<file path="config.mk">
export PLATFORM = sky130hd
export DESIGN_NAME = adder_seq_16bit_flat
export DESIGN_NICKNAME = d
export VERILOG_FILES = /design/src/rtl/adder_pkg.sv /design/src/rtl/adder_seq_16bit_if.sv /design/src/rtl/adder_seq_16bit_rca.sv /design/src/rtl/adder_seq_16bit.sv /design/src/flat_wrapper.sv
export SDC_FILE = /design/constraint.sdc
export NUM_CORES = 1
export LEC_CHECK = 0
export CORE_ASPECT_RATIO = 1.2
export CORE_MARGIN = 3
export CORE_UTILIZATION = 30
export DETAILED_ROUTE_END_ITERATION = 8
export PLACE_DENSITY = 0.59
export SKIP_LAST_GASP = 1
export SLEW_MARGIN = 15
export SYNTH_ARGS = -nofsm -noshare
export SYNTH_HDL_FRONTEND = slang
export SYNTH_SLANG_ARGS = --single-unit
</file>
<file path="constraint.sdc">
create_clock -name clk -period 5.4 [get_ports clk]
set_input_delay 0.81 -clock clk [delete_from_list [all_inputs] [get_ports clk]]
set_output_delay 0.81 -clock clk [all_outputs]
set_load 0.005 [all_outputs]
</file>
<file path="src/rtl/adder_pkg.sv">
// Shared definitions for the nibble-serial adder: FSM encoding and adder slice width.
package adder_pkg;

  localparam int unsigned NIBBLE_W = 4;

  typedef enum logic [1:0] {
    StIdle = 2'd0,
    StRun  = 2'd1,
    StDone = 2'd2
  } state_e;

endpackage

</file>
<file path="src/rtl/adder_seq_16bit_if.sv">
// Request/result bundle of the nibble-serial adder; master drives operands, slave returns results.
interface adder_seq_16bit_if #(
  parameter int unsigned WIDTH = 16
);

  logic             start;
  logic [WIDTH-1:0] a;
  logic [WIDTH-1:0] b;
  logic             c_in;
  logic             busy;
  logic             done;
  logic [WIDTH-1:0] sum;
  logic             c_out;
  logic             overflow;

  modport master (
    output start, a, b, c_in,
    input  busy, done, sum, c_out, overflow
  );

  modport slave (
    input  start, a, b, c_in,
    output busy, done, sum, c_out, overflow
  );

endinterface

</file>
<file path="src/rtl/adder_seq_16bit_rca.sv">
// Combinational 4-bit ripple-carry adder slice reused on every nibble pass.
module ripple_carry_adder_4bit (
  input  logic [3:0] a,
  input  logic [3:0] b,
  input  logic       c_in,
  output logic       c_out,
  output logic [3:0] sum
);

  always_comb begin
    logic carry;
    carry = c_in;
    sum   = '0;
    for (int i = 0; i < 4; i++) begin
      sum[i] = a[i] ^ b[i] ^ carry;
      carry  = (a[i] & b[i]) | (carry & (a[i] ^ b[i]));
    end
    c_out = carry;
  end

endmodule

</file>
<file path="src/rtl/adder_seq_16bit.sv">
// Sequential adder: one 4-bit ripple slice time-multiplexed over the operand nibbles, LSB first.
module adder_seq_16bit
  import adder_pkg::*;
#(
  parameter int unsigned WIDTH   = 16,
  parameter int unsigned NIBBLES = WIDTH / 4
) (
  input logic              clk,
  input logic              rst,
  adder_seq_16bit_if.slave bus
);

  localparam int unsigned     IdxW    = (NIBBLES > 1) ? $clog2(NIBBLES) : 1;
  localparam logic [IdxW-1:0] LastIdx = IdxW'(NIBBLES - 1);

  state_e              state_q, state_d;
  logic [IdxW-1:0]     idx_q, idx_d;
  logic                carry_q, carry_d;
  logic [WIDTH-1:0]    a_q, a_d;
  logic [WIDTH-1:0]    b_q, b_d;
  logic [WIDTH-1:0]    work_q, work_d;
  logic [WIDTH-1:0]    sum_q, sum_d;
  logic                c_out_q, c_out_d;
  logic                ovf_q, ovf_d;

  int unsigned         nib_lsb;
  logic [NIBBLE_W-1:0] nib_a, nib_b, nib_sum;
  logic                nib_cout;

  assign nib_lsb = NIBBLE_W * 32'(idx_q);
  assign nib_a   = a_q[nib_lsb +: NIBBLE_W];
  assign nib_b   = b_q[nib_lsb +: NIBBLE_W];

  ripple_carry_adder_4bit u_rca (
    .a     (nib_a),
    .b     (nib_b),
    .c_in  (carry_q),
    .c_out (nib_cout),
    .sum   (nib_sum)
  );

  always_comb begin
    state_d = state_q;
    idx_d   = idx_q;
    carry_d = carry_q;
    a_d     = a_q;
    b_d     = b_q;
    work_d  = work_q;
    sum_d   = sum_q;
    c_out_d = c_out_q;
    ovf_d   = ovf_q;

    unique case (state_q)
      StIdle, StDone: begin
        if (bus.start) begin
          a_d     = bus.a;
          b_d     = bus.b;
          carry_d = bus.c_in;
          idx_d   = '0;
          state_d = StRun;
        end else begin
          state_d = StIdle;
        end
      end
      StRun: begin
        work_d[nib_lsb +: NIBBLE_W] = nib_sum;
        carry_d                     = nib_cout;
        if (idx_q == LastIdx) begin
          // Publish from work_d so the final nibble is included on this same edge.
          state_d = StDone;
          sum_d   = work_d;
          c_out_d = nib_cout;
          ovf_d   = (a_q[WIDTH-1] == b_q[WIDTH-1]) && (work_d[WIDTH-1] != a_q[WIDTH-1]);
        end else begin
          idx_d = idx_q + IdxW'(1);
        end
      end
      default: state_d = StIdle;
    endcase
  end

  always_ff @(posedge clk) begin
    if (rst) begin
      state_q <= StIdle;
      idx_q   <= '0;
      carry_q <= 1'b0;
      a_q     <= '0;
      b_q     <= '0;
      work_q  <= '0;
      sum_q   <= '0;
      c_out_q <= 1'b0;
      ovf_q   <= 1'b0;
    end else begin
      state_q <= state_d;
      idx_q   <= idx_d;
      carry_q <= carry_d;
      a_q     <= a_d;
      b_q     <= b_d;
      work_q  <= work_d;
      sum_q   <= sum_d;
      c_out_q <= c_out_d;
      ovf_q   <= ovf_d;
    end
  end

  assign bus.busy     = (state_q == StRun);
  assign bus.done     = (state_q == StDone);
  assign bus.sum      = sum_q;
  assign bus.c_out    = c_out_q;
  assign bus.overflow = ovf_q;

endmodule

</file>
<file path="src/flat_wrapper.sv">
// flat-port wrapper written by rule: the top's interface ports become plain ports
module adder_seq_16bit_flat import adder_pkg::*;
#(
  parameter int unsigned WIDTH   = 16,
  parameter int unsigned NIBBLES = WIDTH / 4
)
  (clk, rst, bus_start, bus_a, bus_b, bus_c_in, bus_busy, bus_done, bus_sum, bus_c_out, bus_overflow);
  adder_seq_16bit_if #(.WIDTH(WIDTH)) bus_i ();
  input logic clk;
  input logic rst;
  input wire logic [$bits(bus_i.start)-1:0] bus_start;
  input wire logic [$bits(bus_i.a)-1:0] bus_a;
  input wire logic [$bits(bus_i.b)-1:0] bus_b;
  input wire logic [$bits(bus_i.c_in)-1:0] bus_c_in;
  output wire logic [$bits(bus_i.busy)-1:0] bus_busy;
  output wire logic [$bits(bus_i.done)-1:0] bus_done;
  output wire logic [$bits(bus_i.sum)-1:0] bus_sum;
  output wire logic [$bits(bus_i.c_out)-1:0] bus_c_out;
  output wire logic [$bits(bus_i.overflow)-1:0] bus_overflow;
  assign bus_i.start = bus_start;
  assign bus_i.a = bus_a;
  assign bus_i.b = bus_b;
  assign bus_i.c_in = bus_c_in;
  assign bus_busy = bus_i.busy;
  assign bus_done = bus_i.done;
  assign bus_sum = bus_i.sum;
  assign bus_c_out = bus_i.c_out;
  assign bus_overflow = bus_i.overflow;
  adder_seq_16bit #(.WIDTH(WIDTH), .NIBBLES(NIBBLES)) u_core (.clk(clk), .rst(rst), .bus(bus_i));
endmodule
</file>
=== Word level (Yosys, flattened, before mapping) ===
Index checks and enable logic that the tools add are counted.

* Word-level logic and storage cells: 60
* Input port bits: 36
* Memories kept: 0
* Output and inout bits: 20
* Register bits: 71
* Memory bits (writable): 0
* ROM bits: 0
* Latch bits: 0

* Multiply operators: 0
* Bitwise gates (word level): 20
* Multiplexer cells: 9
* Magnitude comparators: 0
* Reductions and logical operators: 8
* Divide/modulo/power cells: 0
* Add/sub/neg operators: 2
* Eq/ne operators: 8
* Shift-type cells: 4

{| class="wikitable"
|+ Operator list
! cell !! number
|-
| negator 4 -> 34 bit || 1
|-
| variable shift 4 x 34 -> 16 bit, first input constant || 1
|-
| variable part select 4 x 34 -> 16 bit || 1
|-
| variable part select 16 x 5 -> 4 bit || 2
|-
| bitwise mux 16 bit || 1
|-
| bitwise AND 1 bit || 8
|-
| case mux 2 bit (2 select lines) || 2
|-
| bitwise XOR 1 bit || 8
|-
| two-way mux 2 bit || 3
|-
| AND reduction 2 bit || 3
|-
| equality test 2 bit, second input constant || 2
|-
| != test 2 bit, second input constant || 2
|-
| OR 1 bit || 4
|-
| AND reduction 3 bit || 1
|-
| adder 2 x 1 -> 2 bit, second input constant || 1
|-
| equality test 2 x 1 -> 1 bit, second input constant || 1
|-
| logical NOT 2 bit || 1
|-
| two-way mux 1 bit || 2
|-
| != test 2 x 1 -> 1 bit, second input constant || 1
|-
| case mux 1 bit (2 select lines) || 1
|-
| nonzero test 2 bit || 1
|-
| OR reduction 2 bit || 1
|-
| equality test 1 bit || 1
|-
| logical AND 1 bit || 1
|-
| != test 1 bit || 1
|}

=== Logic depth before layout (Yosys ltp) ===
Gate-level depths: netlist of run 1.

* Word-level depth: 13
* Gate-level depth with buffers: 15
* Depth with buffers taken out: 13

=== Modules after synthesis ===
Synthesis of run 1 repeated with hierarchy kept, for this count alone.

* Cell total of the unflattened synthesis: 343
* Area total of the unflattened synthesis: 3012.9 µm²

{| class="wikitable"
|+ By module, submodules not included
! module !! times used !! area an instance (µm²) !! seq. area each (µm²) !! cells an instance
|-
| adder_seq_16bit || 1 || 2895.3 || 1341.3 || 329
|-
| ripple_carry_adder_4bit || 1 || 117.6 || 0.0 || 14
|}

=== Worst setup path after synthesis of run 1 ===
No wires, ideal clock.

* Path kind: reg-to-reg
* From: reg u_core.idx_q[0]
* To: reg u_core.ovf_q, in the netlist u_core.bus.overflow
* Data arrival time: 3.515 ns
* Path slack: 1.796 ns
* Stages on the path, launching flop included: 15
* Path buffers: 2
* Setup time: 0.088 ns
* Required time: 5.312 ns
* Clock period less this slack: 3.604 ns
* Cell sequence: dfxtp_1 buf_2 mux4_2 inv_1 fa_1 inv_1 fa_1 inv_1 fa_1 inv_1 fa_1 clkbuf_1 a31oi_1 or3_1 a311oi_2

* Cells in the longest elaborated chain, start to end: 13
* Elaborated cells between the ends (all ways): 27
* Those cells by class: 1 x add/sub; 2 x eq/ne; 4 x shift; 1 x mux; 17 x bitwise; 2 x reduce/logical

{| class="wikitable"
|+ RTL lines
! item !! line !! text
|-
| start, declared || adder_seq_16bit.sv:17 || <nowiki>logic [IdxW-1:0] idx_q, idx_d;</nowiki>
|-
| start signal, assigned || adder_seq_16bit.sv:95 || <nowiki>idx_q <= idx_d;</nowiki>
|-
| variable part select 16 x 5 -> 4 bit (on tied branches) || adder_seq_16bit.sv:31, adder_seq_16bit.sv:32 ||
|-
| bitwise XOR 1 bit || adder_seq_16bit_rca.sv:15, adder_seq_16bit_rca.sv:16 ||
|-
| bitwise AND 1 bit || adder_seq_16bit_rca.sv:16 || <nowiki>carry = (a[i] & b[i]) | (carry & (a[i] ^ b[i]));</nowiki>
|-
| OR 1 bit || adder_seq_16bit_rca.sv:16 ||
|-
| bitwise AND 1 bit || adder_seq_16bit_rca.sv:16 ||
|-
| OR 1 bit || adder_seq_16bit_rca.sv:16 ||
|-
| bitwise AND 1 bit || adder_seq_16bit_rca.sv:16 ||
|-
| OR 1 bit || adder_seq_16bit_rca.sv:16 ||
|-
| bitwise XOR 1 bit || adder_seq_16bit_rca.sv:15 || <nowiki>sum[i] = a[i] ^ b[i] ^ carry;</nowiki>
|-
| variable part select 4 x 34 -> 16 bit || adder_seq_16bit.sv:66 || <nowiki>work_d[nib_lsb +: NIBBLE_W] = nib_sum;</nowiki>
|-
| bitwise mux 16 bit || adder_seq_16bit.sv:66 ||
|-
| != test 1 bit || adder_seq_16bit.sv:73 || <nowiki>ovf_d = (a_q[WIDTH-1] == b_q[WIDTH-1]) && (work_d[WIDTH-1] != a_q[WIDTH-1]);</nowiki>
|-
| logical AND 1 bit || adder_seq_16bit.sv:73 ||
|-
| end signal, assigned || adder_seq_16bit.sv:102 || <nowiki>ovf_q <= ovf_d;</nowiki>
|-
| end, declared || adder_seq_16bit.sv:24 || <nowiki>logic ovf_q, ovf_d;</nowiki>
|}

Parallel ways exist; a longest one is shown, timed or not.
A chain may end at the register's enable or synchronous reset.

=== Worst setup path after layout of run 1 ===
Ends and elaborated chain as after synthesis.

==> tab_implementation.tex, run 1 <==
\begin{tabular}{lr}
\hline
Metric & Value \\
\hline
\multicolumn{2}{l}{\textbf{Run status}} \\
\quad Outcome & finished, final reports clean \\
\multicolumn{2}{l}{\textbf{Routing}} \\
\quad Uppermost signal routing layer after detailed routing & met4 \\
\quad Routed Wire Length & 7150 um \\
\quad Via density per instance & 4.89 \\
\quad Metal3 WL & 319 um \\
\quad Detail Route met2 WL & 3540 um \\
\quad Wl on met1 & 3190 um \\
\quad Number of DRC markers after the initial detailed-route iteration & 92 \\
\quad First drt pass iteration count & 4 \\
\quad Final routed wire length divided by cell count & 13.5 um \\
\quad Post-route DRC violation count & 0 \\
\quad Detailed-route via count & 2594 \\
\quad Number of antenna-violating nets in the routed design & 0 \\
\multicolumn{2}{l}{\textbf{Power}} \\
\quad Switching power share of the total & 0.232 \\
\quad Switching power of the nets & 321 uW \\
\quad Tot Pwr & 1.38 mW \\
\quad Share of total power in sequential cells & 0.407 \\
\quad Power per cell area & 343 nW/um2 \\
\quad P\_leak & 1.43 nW \\
\quad Part of the total power dissipated in the clock network & 0.488 \\
\quad Combinational Power Share & 0.106 \\
\quad Peak VDD IR & 0.000169 V \\
\quad Internal cell power & 1.06 mW \\
\multicolumn{2}{l}{\textbf{Worst setup path}} \\
\quad Delay of the slowest cell on the worst path & 880 ps \\
\quad Cell at the slowest stage of the critical path & sky130\_fd\_sc\_hd\_\_dfxtp\_1 \\
\quad Crit. End Element & flop \\
\quad Arrival time at the worst endpoint & 4200 ps \\
\quad Crit-path max FO & 19 \\
\quad Series of cell instances along the critical path & mux4\_2, inv\_1, fa\_1, inv\_1, fa\_1, inv\_1, fa\_1, inv\_1, fa\_1, a31oi\_1, or3\_1, a311oi\_2 \\
\quad Critical Setup Path Class & reg2reg \\
\quad Type of origin of the critical path & flop \\
\quad Required @ worst endpoint & 5650 ps \\
\multicolumn{2}{l}{\textbf{Floorplan}} \\
\quad Die outline area & 11500 um2 \\
\quad Number of rows created at floorplan & 39 \\
\quad Floorplan Core Area & 9760 um2 \\
\quad Vertical extent of the die & 117 um \\
\quad Initial core utilization & 0.314 \\
\quad Boundary Pins & 56 \\
\quad Horizontal extent of the die & 98.3 um \\
\multicolumn{2}{l}{\textbf{Job}} \\
\quad Max-cap viol count & 0 \\
\multicolumn{2}{l}{\textbf{Synthesis}} \\
\quad Proportion of synthesized chip area in sequential cells & 0.463 \\
\quad Proportion of synthesized flip-flops having asynchronous set or reset & 0 \\
\quad Portion of synthesized cell area occupied by the leading cell type & 0.463 \\
\quad Post-synthesis register bit count & 71 \\
\quad Area contributors post-synth & sky130\_fd\_sc\_hd\_\_dfxtp\_1, sky130\_fd\_sc\_hd\_\_nand2\_1, sky130\_fd\_sc\_hd\_\_a21oi\_1 \\
\quad Mean cell area of the mapped netlist & 8.54 um2 \\
\quad Count of distinct cell types in the synthesized netlist & 37 \\
\quad Syn nets & 405 \\
\quad Synthesized area & 3070 um2 \\
\quad Post-synth EDFFs & 0 \\
\quad Cell count after synthesis & 359 \\
\quad Leading area contributor after synthesis & sky130\_fd\_sc\_hd\_\_dfxtp\_1 \\
\quad Yosys warnings & 0 \\
\quad Most used flip-flop cell after synthesis & sky130\_fd\_sc\_hd\_\_dfxtp\_1 \\
\multicolumn{2}{l}{\textbf{Placed design}} \\
\quad Weighted congestion at the end of routability-driven global placement & 0.814 \\
\quad Placed cell count & 515 \\
\quad Post-placement setup slack & 1410 ps \\
\quad Final HPWL from detailed placement & 4960 um \\
\quad Count of input and output buffers & 55 \\
\multicolumn{2}{l}{\textbf{CTS}} \\
\quad Post CTS Setup Buffer Count & 0 \\
\quad Clock-pin slew on the worst setup and hold paths & 60 ps \\
\quad Clock latency of the later-clocked register in the worst-skew pair & 330 ps \\
\quad Num Clock Sinks & 71 \\
\quad Htree depth & 3 \\
\quad Total of cells resized after clock tree synthesis & 0 \\
\quad TritonCTS clock tree & yes \\
\quad Clock root buffer & sky130\_fd\_sc\_hd\_\_clkbuf\_16 \\
\quad Clock tree buffer depth & 2 \\
\quad CTS Buf Count & 9 \\
\quad Hold-fix buffers at CTS & 0 \\
\multicolumn{2}{l}{\textbf{Cells and area}} \\
\quad Layout Cells excl Fill & 531 \\
\quad Sequential cell area & 1420 um2 \\
\quad FILL cells & 1005 \\
\quad Ratio of cells with drive above 1 in the final layout & 0.0809 \\
\quad Most frequent cells in the layout & sky130\_fd\_sc\_hd\_\_nand2\_1, sky130\_fd\_sc\_hd\_\_dfxtp\_1, sky130\_fd\_sc\_hd\_\_clkdlybuf4s50\_1, sky130\_fd\_sc\_hd\_\_a21oi\_1, sky130\_fd\_sc\_hd\_\_nor2\_1 \\
\quad Multi-input logic area & 1490 um2 \\
\quad Final net count & 449 \\
\quad Antenna diode instance count & 0 \\
\quad Most common cell after layout, fill and taps aside & sky130\_fd\_sc\_hd\_\_nand2\_1 \\
\quad Area growth from synthesis to layout & 31.7\% \\
\multicolumn{2}{l}{\textbf{Global route}} \\
\quad Maximum number of pins on one net before global-route repair & 72 \\
\quad Initial antenna violation count & 0 \\
\quad Global-route wire length before repair & 12000 um \\
\quad GRT Util Overall & 0.131 \\
\quad Vias in the first global route & 2548 \\
\quad GRT Residual Overflow & 0 \\
\multicolumn{2}{l}{\textbf{STA}} \\
\quad Final max-slew violation count & 0 \\
\quad PnR worst setup slack & 1440 ps \\
\quad Number of failing hold endpoints at the final stage & 0 \\
\quad Largest clock skew in the final design & 5.79 ps \\
\quad Unrepaired setup endpoints after global routing & no \\
\quad Number of failing setup endpoints in the final timing report & 0 \\
\quad Transition time at the pin with the least slew margin & 915 ps \\
\quad Minimum clock period & 3960 ps \\
\quad Setup TNS after final layout & 0 ps \\
\quad Worst relative slew slack & 0.390 \\
\quad Post-route fraction of the period consumed by the critical path & 0.733 \\
\quad Achievable frequency & 253 MHz \\
\multicolumn{2}{l}{\textbf{Hold path}} \\
\quad Worst Hold Class & reg2reg \\
\hline
\end{tabular}
-- worst paths after layout --
check / start / endpoint / slack (ps) / depth (start not counted)
hold / removal: u_core.a_q[7]$_SDFFE_PP0P_ / u_core.a_q[7]$_SDFFE_PP0P_ / 450 / 2
setup reg to reg: u_core.idx_q[0]$_SDFFE_PP0P_ / u_core.bus.overflow$_SDFFE_PP0P_ / 1440 / 12
hold reg to reg: u_core.a_q[7]$_SDFFE_PP0P_ / u_core.a_q[7]$_SDFFE_PP0P_ / 450 / 2
setup / recovery: u_core.idx_q[0]$_SDFFE_PP0P_ / u_core.bus.overflow$_SDFFE_PP0P_ / 1440 / 12
-- sequential cells by signal, summed over array words and instances (netlist names), 2 cells and up --
signal and cells:
u_core.a_q 16, u_core.b_q 16, u_core.bus.sum 16, u_core.idx_q 2, u_core.state_q 2, u_core.work_q 16
-- per-stage QoR --
stage,hold slack [ps],util,area (um2)
final,454,0.414,4040
after global routing,471,0.414,4040
after CTS,454,0.414,4040
after detailed placement,446,0.378,3690
after global placement,440,0.378,3690
after floorplan,432,-,3070
-- synthesized netlist by cell type (2+ instances only) --
| library cell | n |
|---|---|
| sky130_fd_sc_hd__nand3b_1 | 2 |
| sky130_fd_sc_hd__a211oi_1 | 11 |
| sky130_fd_sc_hd__clkbuf_1 | 19 |
| sky130_fd_sc_hd__a22oi_1 | 6 |
| sky130_fd_sc_hd__nor4_1 | 2 |
| sky130_fd_sc_hd__inv_1 | 15 |
| sky130_fd_sc_hd__a32oi_1 | 3 |
| sky130_fd_sc_hd__mux4_2 | 8 |
| sky130_fd_sc_hd__nor2_1 | 39 |
| sky130_fd_sc_hd__nor2b_1 | 6 |
| sky130_fd_sc_hd__or3_1 | 2 |
| sky130_fd_sc_hd__a21oi_1 | 42 |
| sky130_fd_sc_hd__nor3_1 | 12 |
| sky130_fd_sc_hd__fa_1 | 4 |
| sky130_fd_sc_hd__buf_1 | 2 |
| sky130_fd_sc_hd__nand2_1 | 79 |
| sky130_fd_sc_hd__ha_1 | 6 |
| sky130_fd_sc_hd__dfxtp_1 | 71 |
| sky130_fd_sc_hd__a221oi_1 | 7 |
| sky130_fd_sc_hd__buf_2 | 4 |
| sky130_fd_sc_hd__nand2b_1 | 2 |
| sky130_fd_sc_hd__a31oi_1 | 2 |
-- cells by family (layout without fill, tap and decap cells) --
logic type                 count (synthesis)  after routing  synth area share
adders and majority gates                 10             10            0.0506
DFF                                       71             71             0.463
muxes                                      9              9            0.0620
AOI/OAI and AO/OA                         76             76             0.157
and+or+nand+nor                          152            152             0.215
buffers and inverters                     41             90            0.0518
-- critical path: cells and delay by family (launching register included) --
kind / cells / cell delay, ps
simple gates: 1 / 350
buf+inv: 4 / 270
compound gates: 2 / 420
fa+ha+maj: 4 / 1370
mux: 1 / 590
flops: 1 / 880
-- power groups by stage --
stage / registers (mW) / logic (mW) / clock network, mW
floorplan: 0.566 / 0.0974 / 0
global placement: 0.575 / 0.145 / 0
detailed placement: 0.575 / 0.146 / 0
CTS: 0.564 / 0.147 / 0.691
global route: 0.566 / 0.164 / 0.717
finish: 0.563 / 0.146 / 0.675
-- final cells by class --
cell class / instances / area share
clock buffer: 9 / 0.0558
clock inverter: 7 / 0.0297
inverter: 16 / 0.0149
multi-input combinational: 247 / 0.369
sequential: 71 / 0.352
tap: 123 / 0.0381
timing repair buffer: 58 / 0.141
-- routing by layer --
metal,global-route usage,up-vias
met2,0.218,61
met5,0,-
li1,-,1313
met4,0.0528,0
met1,0.160,1210
met3,0.0382,10
No activity file was read; power rests on OpenSTA's default activity.
==> inputs of run 2 (changes only) <==
==> constraint.sdc (replaced) <==
create_clock -name clk -period 3.68 [get_ports clk]
set_input_delay 0.552 -clock clk [delete_from_list [all_inputs] [get_ports clk]]
set_output_delay 0.552 -clock clk [all_outputs]
set_load 0.005 [all_outputs]
==> tab_implementation.tex, run 2 (synthesized netlist as in run 1, its figures left out) <==
\begin{tabular}{lr}
\hline
Metric & Value \\
\hline
\multicolumn{2}{l}{\textbf{STA}} \\
\quad Number of failing hold endpoints at the final stage & 0 \\
\quad Worst relative slew slack & 0.402 \\
\quad Unrepaired setup endpoints after global routing & no \\
\quad Number of failing setup endpoints in the final timing report & 0 \\
\quad Transition time at the pin with the least slew margin & 897 ps \\
\quad Hold Slack & 453 ps \\
\quad Minimum clock period & 3170 ps \\
\quad Final max-slew violation count & 0 \\
\quad Setup TNS after final layout & 0 ps \\
\quad Largest clock skew in the final design & 5.87 ps \\
\quad Post-route fraction of the period consumed by the critical path & 0.862 \\
\quad Achievable frequency & 315 MHz \\
\multicolumn{2}{l}{\textbf{Routing}} \\
\quad Detailed-route via count & 2594 \\
\quad Number of antenna-violating nets in the routed design & 0 \\
\quad Routed Wire Length & 7220 um \\
\quad Post-route DRC violation count & 0 \\
\quad Final routed wire length divided by cell count & 13.5 um \\
\quad Number of DRC markers after the initial detailed-route iteration & 115 \\
\quad Via density per instance & 4.85 \\
\quad First drt pass iteration count & 4 \\
\multicolumn{2}{l}{\textbf{Cells and area}} \\
\quad Most frequent cells in the layout & sky130\_fd\_sc\_hd\_\_nand2\_1, sky130\_fd\_sc\_hd\_\_dfxtp\_1, sky130\_fd\_sc\_hd\_\_clkdlybuf4s50\_1, sky130\_fd\_sc\_hd\_\_a21oi\_1, sky130\_fd\_sc\_hd\_\_nor2\_1 \\
\quad Antenna diode instance count & 0 \\
\quad Layout Cells excl Fill & 535 \\
\quad Area growth from synthesis to layout & 30.9\% \\
\quad Final net count & 453 \\
\quad Most common cell after layout, fill and taps aside & sky130\_fd\_sc\_hd\_\_nand2\_1 \\
\quad Ratio of cells with drive above 1 in the final layout & 0.0825 \\
\multicolumn{2}{l}{\textbf{CTS}} \\
\quad CTS Buf Count & 9 \\
\quad Clock-pin slew on the worst setup and hold paths & 60 ps \\
\quad Post CTS Setup Buffer Count & 0 \\
\quad Clock tree buffer depth & 2 \\
\quad TritonCTS clock tree & yes \\
\quad Hold-fix buffers at CTS & 0 \\
\quad Total of cells resized after clock tree synthesis & 0 \\
\quad Num Clock Sinks & 71 \\
\quad Clock latency of the later-clocked register in the worst-skew pair & 320 ps \\
\quad Clock root buffer & sky130\_fd\_sc\_hd\_\_clkbuf\_16 \\
\quad Htree depth & 3 \\
\multicolumn{2}{l}{\textbf{Global route}} \\
\quad GRT Util Overall & 0.131 \\
\quad Global-route wire length before repair & 12100 um \\
\quad Maximum number of pins on one net before global-route repair & 44 \\
\quad GRT Residual Overflow & 0 \\
\quad Vias in the first global route & 2589 \\
\quad Initial antenna violation count & 0 \\
\multicolumn{2}{l}{\textbf{Worst setup path}} \\
\quad Series of cell instances along the critical path & buf\_4, mux4\_2, fa\_1, inv\_1, fa\_1, inv\_1, fa\_1, a31oi\_1, or3\_1, a311oi\_2 \\
\quad Crit-path max FO & 13 \\
\quad CP most frequent cell & sky130\_fd\_sc\_hd\_\_fa\_1 \\
\quad Arrival time at the worst endpoint & 3410 ps \\
\quad Critical Setup Path Class & reg2reg \\
\quad Required @ worst endpoint & 3920 ps \\
\quad Cell at the slowest stage of the critical path & sky130\_fd\_sc\_hd\_\_mux4\_2 \\
\quad Crit. End Element & flop \\
\quad Delay of the slowest cell on the worst path & 540 ps \\
\quad Type of origin of the critical path & flop \\
\multicolumn{2}{l}{\textbf{Floorplan}} \\
\quad Die outline area & 11500 um2 \\
\quad Initial core utilization & 0.314 \\
\quad Floorplan Core Area & 9760 um2 \\
\quad Horizontal extent of the die & 98.3 um \\
\quad Number of rows created at floorplan & 39 \\
\quad Boundary Pins & 56 \\
\quad Vertical extent of the die & 117 um \\
\multicolumn{2}{l}{\textbf{Power}} \\
\quad Internal cell power & 1.44 mW \\
\quad Share of total power in sequential cells & 0.437 \\
\quad Tot Pwr & 1.88 mW \\
\quad P\_leak & 1.43 nW \\
\quad Switching power share of the total & 0.233 \\
\quad Peak VDD IR & 0.000233 V \\
\quad Part of the total power dissipated in the clock network & 0.444 \\
\quad Combinational Power Share & 0.119 \\
\quad Switching power of the nets & 439 uW \\
\quad Power per cell area & 469 nW/um2 \\
\multicolumn{2}{l}{\textbf{Job}} \\
\quad Max-cap viol count & 0 \\
\multicolumn{2}{l}{\textbf{Hold path}} \\
\quad Worst Hold Class & reg2reg \\
\multicolumn{2}{l}{\textbf{Placed design}} \\
\quad Placed cell count & 519 \\
\quad Weighted congestion at the end of routability-driven global placement & 0.816 \\
\quad Final HPWL from detailed placement & 5200 um \\
\quad Count of input and output buffers & 55 \\
\multicolumn{2}{l}{\textbf{Run status}} \\
\quad Outcome & finished, final reports clean \\
\hline
\end{tabular}
run 2: changes by cell type in the layout (fill, tap and decap cells not counted):
cell,before,now
sky130_fd_sc_hd__buf_4,3,7
sky130_fd_sc_hd__clkbuf_1,0,3
sky130_fd_sc_hd__bufinv_16,3,1
sky130_fd_sc_hd__clkbuf_8,0,1
sky130_fd_sc_hd__clkinv_4,1,0
sky130_fd_sc_hd__inv_6,1,0
run 2: worst paths after layout:
| check | from | end | slack, ps | cells past startpoint |
|---|---|---|---|---|
| max | u_core.idx_q[0]$_SDFFE_PP0P_ | u_core.bus.overflow$_SDFFE_PP0P_ | 510 | 10 |
| min | u_core.a_q[12]$_SDFFE_PP0P_ | u_core.a_q[12]$_SDFFE_PP0P_ | 450 | 2 |
| max reg2reg | u_core.idx_q[0]$_SDFFE_PP0P_ | u_core.bus.overflow$_SDFFE_PP0P_ | 510 | 10 |
| min reg2reg | u_core.a_q[12]$_SDFFE_PP0P_ | u_core.a_q[12]$_SDFFE_PP0P_ | 450 | 2 |
run 2: metrics by stage:
step / instance area, um2 / util / setup WS (ps)
finish: 4020 / 0.411 / 507
global placement: 3720 / 0.381 / 556
global route: 4020 / 0.411 / 269
detailed placement: 3720 / 0.381 / 494
floorplan: 3070 / - / 76.5
CTS: 4020 / 0.411 / 492
run 2: area by class of cell:
| type | instances | area, um2 |
|---|---|---|
| Fill cell | 1004 | 5740 |
| Multi-Input combinational cell | 247 | 1490 |
| Sequential cell | 71 | 1420 |
| Timing Repair Buffer | 62 | 598 |
| Clock buffer | 13 | 250 |
| Tap cell | 123 | 154 |
| Inverter | 16 | 60.1 |
| Clock inverter | 3 | 42.5 |
run 2: worst max-delay path, delay by kind of cell, from the launching register on:
kind / cells / cell delay [ps]
multiplexers: 1 / 540
buffers and inverters: 3 / 350
adder cells (fa/ha/maj): 3 / 1070
AND/OR/NAND/NOR: 1 / 350
flip-flops: 1 / 410
AO/OA/AOI/OAI: 2 / 360
run 2: power by group through the flow:
stage	clock, mW	combinational [mW]	sequential, mW
floorplan	0	0.143	0.831
global placement	0	0.222	0.838
detailed placement	0	0.225	0.839
CTS	0.859	0.227	0.823
global route	0.894	0.250	0.826
finish	0.836	0.225	0.823
run 2: layer usage:
metal / routed length, um / up-vias / global-route usage / part of all wire
li1: - / 1321 / - / -
met1: 3160 / 1189 / 0.154 / 0.44
met2: 3570 / 72 / 0.226 / 0.50
met3: 347 / 12 / 0.0346 / 0.048
met4: 136 / 0 / 0.0592 / 0.019
met5: 0 / - / 0 / 0
